[src/rtl/prop_sched.sv]
// prop_sched: dirty-bit scheduled chain of assignment stages fed by a_q.
// Macro PROP_SCHED_CHANGE_DETECT_EN: only mark dependents when a value changes.
module prop_sched #(
    parameter int                 WIDTH = 4,
    parameter int                 DEPTH = 8,
    parameter logic [2*DEPTH-1:0] OP    = 16'hFA50,
    parameter logic [DEPTH-1:0]   SRC   = 8'hAA
) (
    input  logic                       clk,
    input  logic                       rst_n,
    input  logic                       in_valid,
    input  logic [WIDTH-1:0]           in_data,
    output logic                       in_ready,
    output logic                       done,
    input  logic [$clog2(DEPTH)-1:0]   rd_idx,
    output logic [WIDTH-1:0]           rd_data,
    output logic [WIDTH-1:0]           a_out,
    output logic [7:0]                 eval_cnt
);

    localparam int IDXW = $clog2(DEPTH);

    // Stages that read a_q directly; stage 0 always does.
    localparam logic [DEPTH-1:0] A_MASK = ~SRC | DEPTH'(1);

    typedef enum logic [1:0] {
        IDLE = 2'd0,
        PROP = 2'd1,
        DONE = 2'd2
    } state_t;

    state_t           state_q;
    logic [WIDTH-1:0] a_q;
    logic [WIDTH-1:0] stage_q [DEPTH];
    logic [DEPTH-1:0] dirty_q;
    logic [DEPTH-1:0] dirty_d;
    logic [DEPTH-1:0] accept_mark;
    logic [7:0]       eval_cnt_q;
    logic             done_q;
    logic             in_ready_q;

    logic [IDXW-1:0]  sel_idx;
    logic [1:0]       op_sel;
    logic [WIDTH-1:0] src_val;
    logic [WIDTH-1:0] res_val;
    logic             mark_next;
    logic [WIDTH-1:0] rd_val;

`ifdef PROP_SCHED_CHANGE_DETECT_EN
    assign accept_mark = (in_data != a_q) ? A_MASK : '0;
`else
    assign accept_mark = A_MASK;
`endif

    // Lowest-index dirty stage is the one evaluated this cycle
    always_comb begin
        sel_idx = '0;
        for (int k = DEPTH - 1; k >= 0; k--) begin
            if (dirty_q[k]) begin
                sel_idx = IDXW'(k);
            end
        end
    end

    // Fetch the selected stage's source and apply its operator
    always_comb begin
        op_sel = OP[2*sel_idx +: 2];
        if (sel_idx == '0 || !SRC[sel_idx]) begin
            src_val = a_q;
        end else begin
            src_val = stage_q[sel_idx - 1'b1];
        end
        case (op_sel)
            2'b00:   res_val = src_val;
            2'b01:   res_val = (src_val == '0) ? WIDTH'(1) : '0;
            2'b10:   res_val = ~src_val;
            default: res_val = src_val + WIDTH'(1);
        endcase
    end

    // Retire the evaluated stage and wake its chained successor
    always_comb begin
`ifdef PROP_SCHED_CHANGE_DETECT_EN
        mark_next = (res_val != stage_q[sel_idx]);
`else
        mark_next = 1'b1;
`endif
        dirty_d          = dirty_q;
        dirty_d[sel_idx] = 1'b0;
        for (int k = 0; k < DEPTH - 1; k++) begin
            if (IDXW'(k) == sel_idx && SRC[k+1] && mark_next) begin
                dirty_d[k+1] = 1'b1;
            end
        end
    end

    // Read port: out-of-range index reads as zero
    always_comb begin
        rd_val = '0;
        if ({1'b0, rd_idx} < (IDXW+1)'(DEPTH)) begin
            rd_val = stage_q[rd_idx];
        end
    end

    // Control FSM and all state; reset forces a full sweep before IDLE
    always_ff @(posedge clk or negedge rst_n) begin
        if (!rst_n) begin
            state_q    <= PROP;
            a_q        <= '0;
            dirty_q    <= '1;
            eval_cnt_q <= '0;
            done_q     <= 1'b0;
            in_ready_q <= 1'b0;
            for (int k = 0; k < DEPTH; k++) begin
                stage_q[k] <= '0;
            end
        end else begin
            case (state_q)
                IDLE: begin
                    if (in_valid) begin
                        a_q        <= in_data;
                        dirty_q    <= accept_mark;
                        eval_cnt_q <= '0;
                        in_ready_q <= 1'b0;
                        state_q    <= PROP;
                    end
                end
                PROP: begin
                    if (|dirty_q) begin
                        stage_q[sel_idx] <= res_val;
                        dirty_q          <= dirty_d;
                        if (eval_cnt_q != 8'hFF) begin
                            eval_cnt_q <= eval_cnt_q + 8'd1;
                        end
                    end else begin
                        done_q  <= 1'b1;
                        state_q <= DONE;
                    end
                end
                DONE: begin
                    done_q     <= 1'b0;
                    in_ready_q <= 1'b1;
                    state_q    <= IDLE;
                end
                default: begin
                    done_q     <= 1'b0;
                    in_ready_q <= 1'b1;
                    state_q    <= IDLE;
                end
            endcase
        end
    end

    assign in_ready = in_ready_q;
    assign done     = done_q;
    assign rd_data  = rd_val;
    assign a_out    = a_q;
    assign eval_cnt = eval_cnt_q;

endmodule

[config.mk]
export PLATFORM = sky130hd
export DESIGN_NAME = prop_sched
export DESIGN_NICKNAME = d
export VERILOG_FILES = /design/src/rtl/prop_sched.sv
export SDC_FILE = /design/constraint.sdc
export NUM_CORES = 1
export LEC_CHECK = 0
export ABC_AREA = 1
export BUFFER_PORTS_ARGS = -buffer_cell sky130_fd_sc_hd__buf_4
export CAP_MARGIN = 20
export CORE_ASPECT_RATIO = 0.7
export CORE_MARGIN = 2
export CORE_UTILIZATION = 64
export CTS_CLUSTER_DIAMETER = 60
export DETAILED_ROUTE_END_ITERATION = 16
export HOLD_SLACK_MARGIN = 0.12
export PLACE_DENSITY = 0.94
export RECOVER_POWER = 100
export SLEW_MARGIN = 30
export SYNTH_ARGS = -nofsm -noshare
export SYNTH_HDL_FRONTEND = slang
export SYNTH_SLANG_ARGS = --single-unit
export TNS_END_PERCENT = 10
[constraint.sdc]
create_clock -name clk -period 7.4 [get_ports clk]
set_clock_uncertainty 0.05 [all_clocks]
set_input_delay 1.11 -clock clk [delete_from_list [all_inputs] [get_ports clk]]
set_output_delay 1.11 -clock clk [all_outputs]
set_load 0.01 [all_outputs]
==> out/qor.yml <==
status:
  status: "complete, but fails checks"
  violations: "max-capacitance violations, max-slew violations"
place:
  io_buffers: 27
  gp_congestion: 0.9300
  place_hpwl_um: 5864
synth:
  synth_cells: 412
  synth_nets: 428
  synth_top_area_share_pct: 36.38
  synthSimpleGateAreaFrac_pct: 29.26
  synth_fa_ha_area_share_pct: 2.322
  syn_avg_cell_area_um2: 7.847
  ys_seq_elements: 56
  synth-xor-area-share_pct: 0.2709
  synth_top_family_by_area: "simple AND/OR/NAND/NOR gates"
  syn_area_mm2: 0.003233
  synth.distinct_cells: 35
  yosys-top-cells-area: "dfrtp_1 36%, nand2_1 9.9%, dfstp_2 7.3%, inv_1 6.8%, o21ai_0 6.5%"
  synth_top_area_cell: "dfrtp_1"
  synth.area.mux_share_pct: 0
  synth-compound-area-share_pct: 15.29
  yosysWarnings: 0
  ys_seq_area_share_pct: 43.69
timing:
  setup_tns_ns: 0
  setup-violations-final: 0
  min_period_ns: 4.024
  fin_crit_sh_pct: 54.38
  report.final.slew_viol_count: 57
  worst_pin_slew_ns: 2.891
  whs_ns: 0.4237
  finalHoldViolations: 0
  grt_setup_unrepaired: "no"
  max_freq_mhz: 248.5
  slew_headroom_pct: -92.75
global_route:
  antenna_found_initial: 0
  grt_overflow_total: 0
  grt_max_degree: 57
  grt_pass1_vias: 2751
  grt_pass1_wl_um: 13390
  grt_usage_pct: 31.04
power_and_ir_drop:
  power.density_mw_per_mm2: 501.5
  ir_worst_vdd_mv: 0.2440
  leakage_nw: 1.719
clock_tree:
  clkSinkCount: 56
  htreeDepth: 2
  cts-root-buf: "clkbuf_8"
  numCtsBuffers: 5
  cts_resized: 0
  postCtsSetupRepairBufs: 0
  cts_hold_buf: 0
  clk_pin_slew_worst_paths_ns: 0.10
  clockBufferDepth: 2
  tritoncts: "built"
  clkLatencyLatePin_ns: 0.31
die:
  start_util_pct: 66.87
  pin_count: 28
  die_y_um: 63.47
  die-width_um: 88.95
  rows: 21
  dieArea_mm2: 0.005645
  core-area_mm2: 0.004835
detailed_routing:
  dr.pass1.iters: 6
  drc: 0
  viasPerCell: 5.790
  drt_wl_total_um: 7856
  via_count: 2947
  avgRoutedWirePerCell_um: 15.43
  drt_iter0_drc: 409
  drtAntennaViolNets: 0
worst_setup_path:
  crit_arrival_ns: 4.17
  cp_slowest_cell: "ha_1"
  critPathMaxStageDelay_ns: 0.70
  worstPathRequired_ns: 7.54
  timing.critical_path.mode_cell: "nand2_1"
  path_class: "flop to flop"
  start_kind: "flop"
  worstPathMaxFanout: 14
  worst_setup_path_end_kind: "flop"
  cp_cell_sequence: "inv_1, o21ai_0, nand2_1, nand2_1, nand2_1, nand2_1, nand2_1, ha_1, o21ai_0, nand2_2, nand2_1, o21ai_0, ha_1, nand2_1, inv_1, a21oi_1, o21ai_0, inv_1, o21ai_0"
layout:
  drive_gt1_share_pct: 12.95
  nFillCells: 403
  nets: 455
  n_antenna_cell: 0
  areaGrowthSynthToFinish_pct: 6.656
job:
  cap_viol_max_count: 1
worst_hold_path:
  hold_path_class: "flop to flop"
[worst paths after layout]
| check | from | endpoint | slack [ns] | depth (start not counted) |
|---|---|---|---|---|
| max | dirty_q[7] | stage_q[13] | 3.38 | 19 |
| min | stage_q[23] | stage_q[23] | 0.42 | 2 |
| max reg2reg | dirty_q[7] | stage_q[13] | 3.38 | 19 |
| min reg2reg | stage_q[23] | stage_q[23] | 0.42 | 2 |
| max in group asynchronous | rst_n | stage_q[4] | 4.01 | 1 |
| min in group asynchronous | rst_n | eval_cnt[5] | 1.67 | 1 |
[power breakdown]
group	internal [W]	switching, W
Combinational	0.000300	0.000732
Clock	0.0000759	0.000100
Sequential	0.000439	0.0000813
[layout by cell type, fill, tap and decap left out, types with 2 or more instances in the layout]
cell and n:
ha_1 6, clkinv_1 3, nor2_4 3, inv_1 60
nand2_4 7, inv_2 4, o32ai_1 2, nand4_1 2
a31oi_1 4, nand3_2 5, nand2_2 5, o21ai_1 2
o21ai_2 2, a21oi_1 19, dfstp_2 7, dfrtp_1 47
nor2_1 35, clkbuf_1 17, clkbuf_8 6, nor3_1 9
dfstp_1 2, o21ai_0 55, nand3_4 2, clkinvlp_4 2
nand2_1 90, nand3_1 25, buf_4 9
[per-stage QoR]
step / utilization (%) / cell area (µm²) / worst slack, ns / std cells / total power, W
3_5_place_dp: 72.26 / 3493 / 3.906 / 501 / 0.001625
5_1_grt: 71.33 / 3448 / 2.980 / 509 / 0.001873
4_1_cts: 74.28 / 3591 / 3.893 / 509 / 0.001807
6_report: 71.33 / 3448 / 3.376 / 509 / 0.001729
3_3_place_gp: 72.15 / 3488 / 4.018 / 501 / 0.001565
2_1_floorplan: - / 3233 / 4.104 / 412 / 0.001340
[sequential cells by signal, summed over array words and instances, names as in the netlist]
| signal | count |
|---|---|
| stage_q | 32 |
| dirty_q | 8 |
| eval_cnt | 8 |
| a_out | 4 |
| state_q | 2 |
| done | 1 |
| in_ready | 1 |
[synthesized netlist by cell type (all sizes together)]
master and instances:
a21oi 20, a31oi 4, buf 1, clkbuf 6
clkinv 3, dfrtp 47, dfstp 9, ha 6
inv 66, nand2 102, nand3 32, nand4 2
nor2 39, nor3 9, o211ai 1, o21a 1
o21ai 59, o21bai 1, o31ai 1, o32ai 2
xor2 1
[critical path, delay by kind of cell, from the launching register on]
kind	cells	cell delay [ns]
compound gates	6	1.09
fa+ha+maj	2	0.99
simple gates	8	0.88
flops	1	0.57
buf+inv	3	0.30
[cell families (layout without fill, tap and decap cells)]
family,Yosys count,after routing
AND/OR/NAND/NOR,184,184
adder cells (fa/ha/maj),6,6
AO/OA/AOI/OAI,89,89
buffers and inverters,76,104
XOR/XNOR,1,1
flip-flops,56,56
[routing by layer]
| metal | vias up | routed length (µm) | global-route usage, % |
|---|---|---|---|
| met5 | - | 0 | 0 |
| met4 | 0 | 175 | 8.955 |
| met3 | 19 | 755 | 7.602 |
| met2 | 158 | 3529 | 44.68 |
| met1 | 1395 | 3396 | 46.68 |
| li1 | 1375 | - | - |
[cell type report]
class / count / area [µm²] / area share (%)
sequential: 56 / 1413 / 40.96
tap: 69 / 86.33 / 2.504
multi-input combinational: 280 / 1450 / 42.05
clock buffer: 6 / 82.58 / 2.395
timing repair buffer: 27 / 138.9 / 4.028
inverter: 69 / 262.8 / 7.620
clock inverter: 2 / 15.01 / 0.4354
Power figures use the tool's default switching activity.
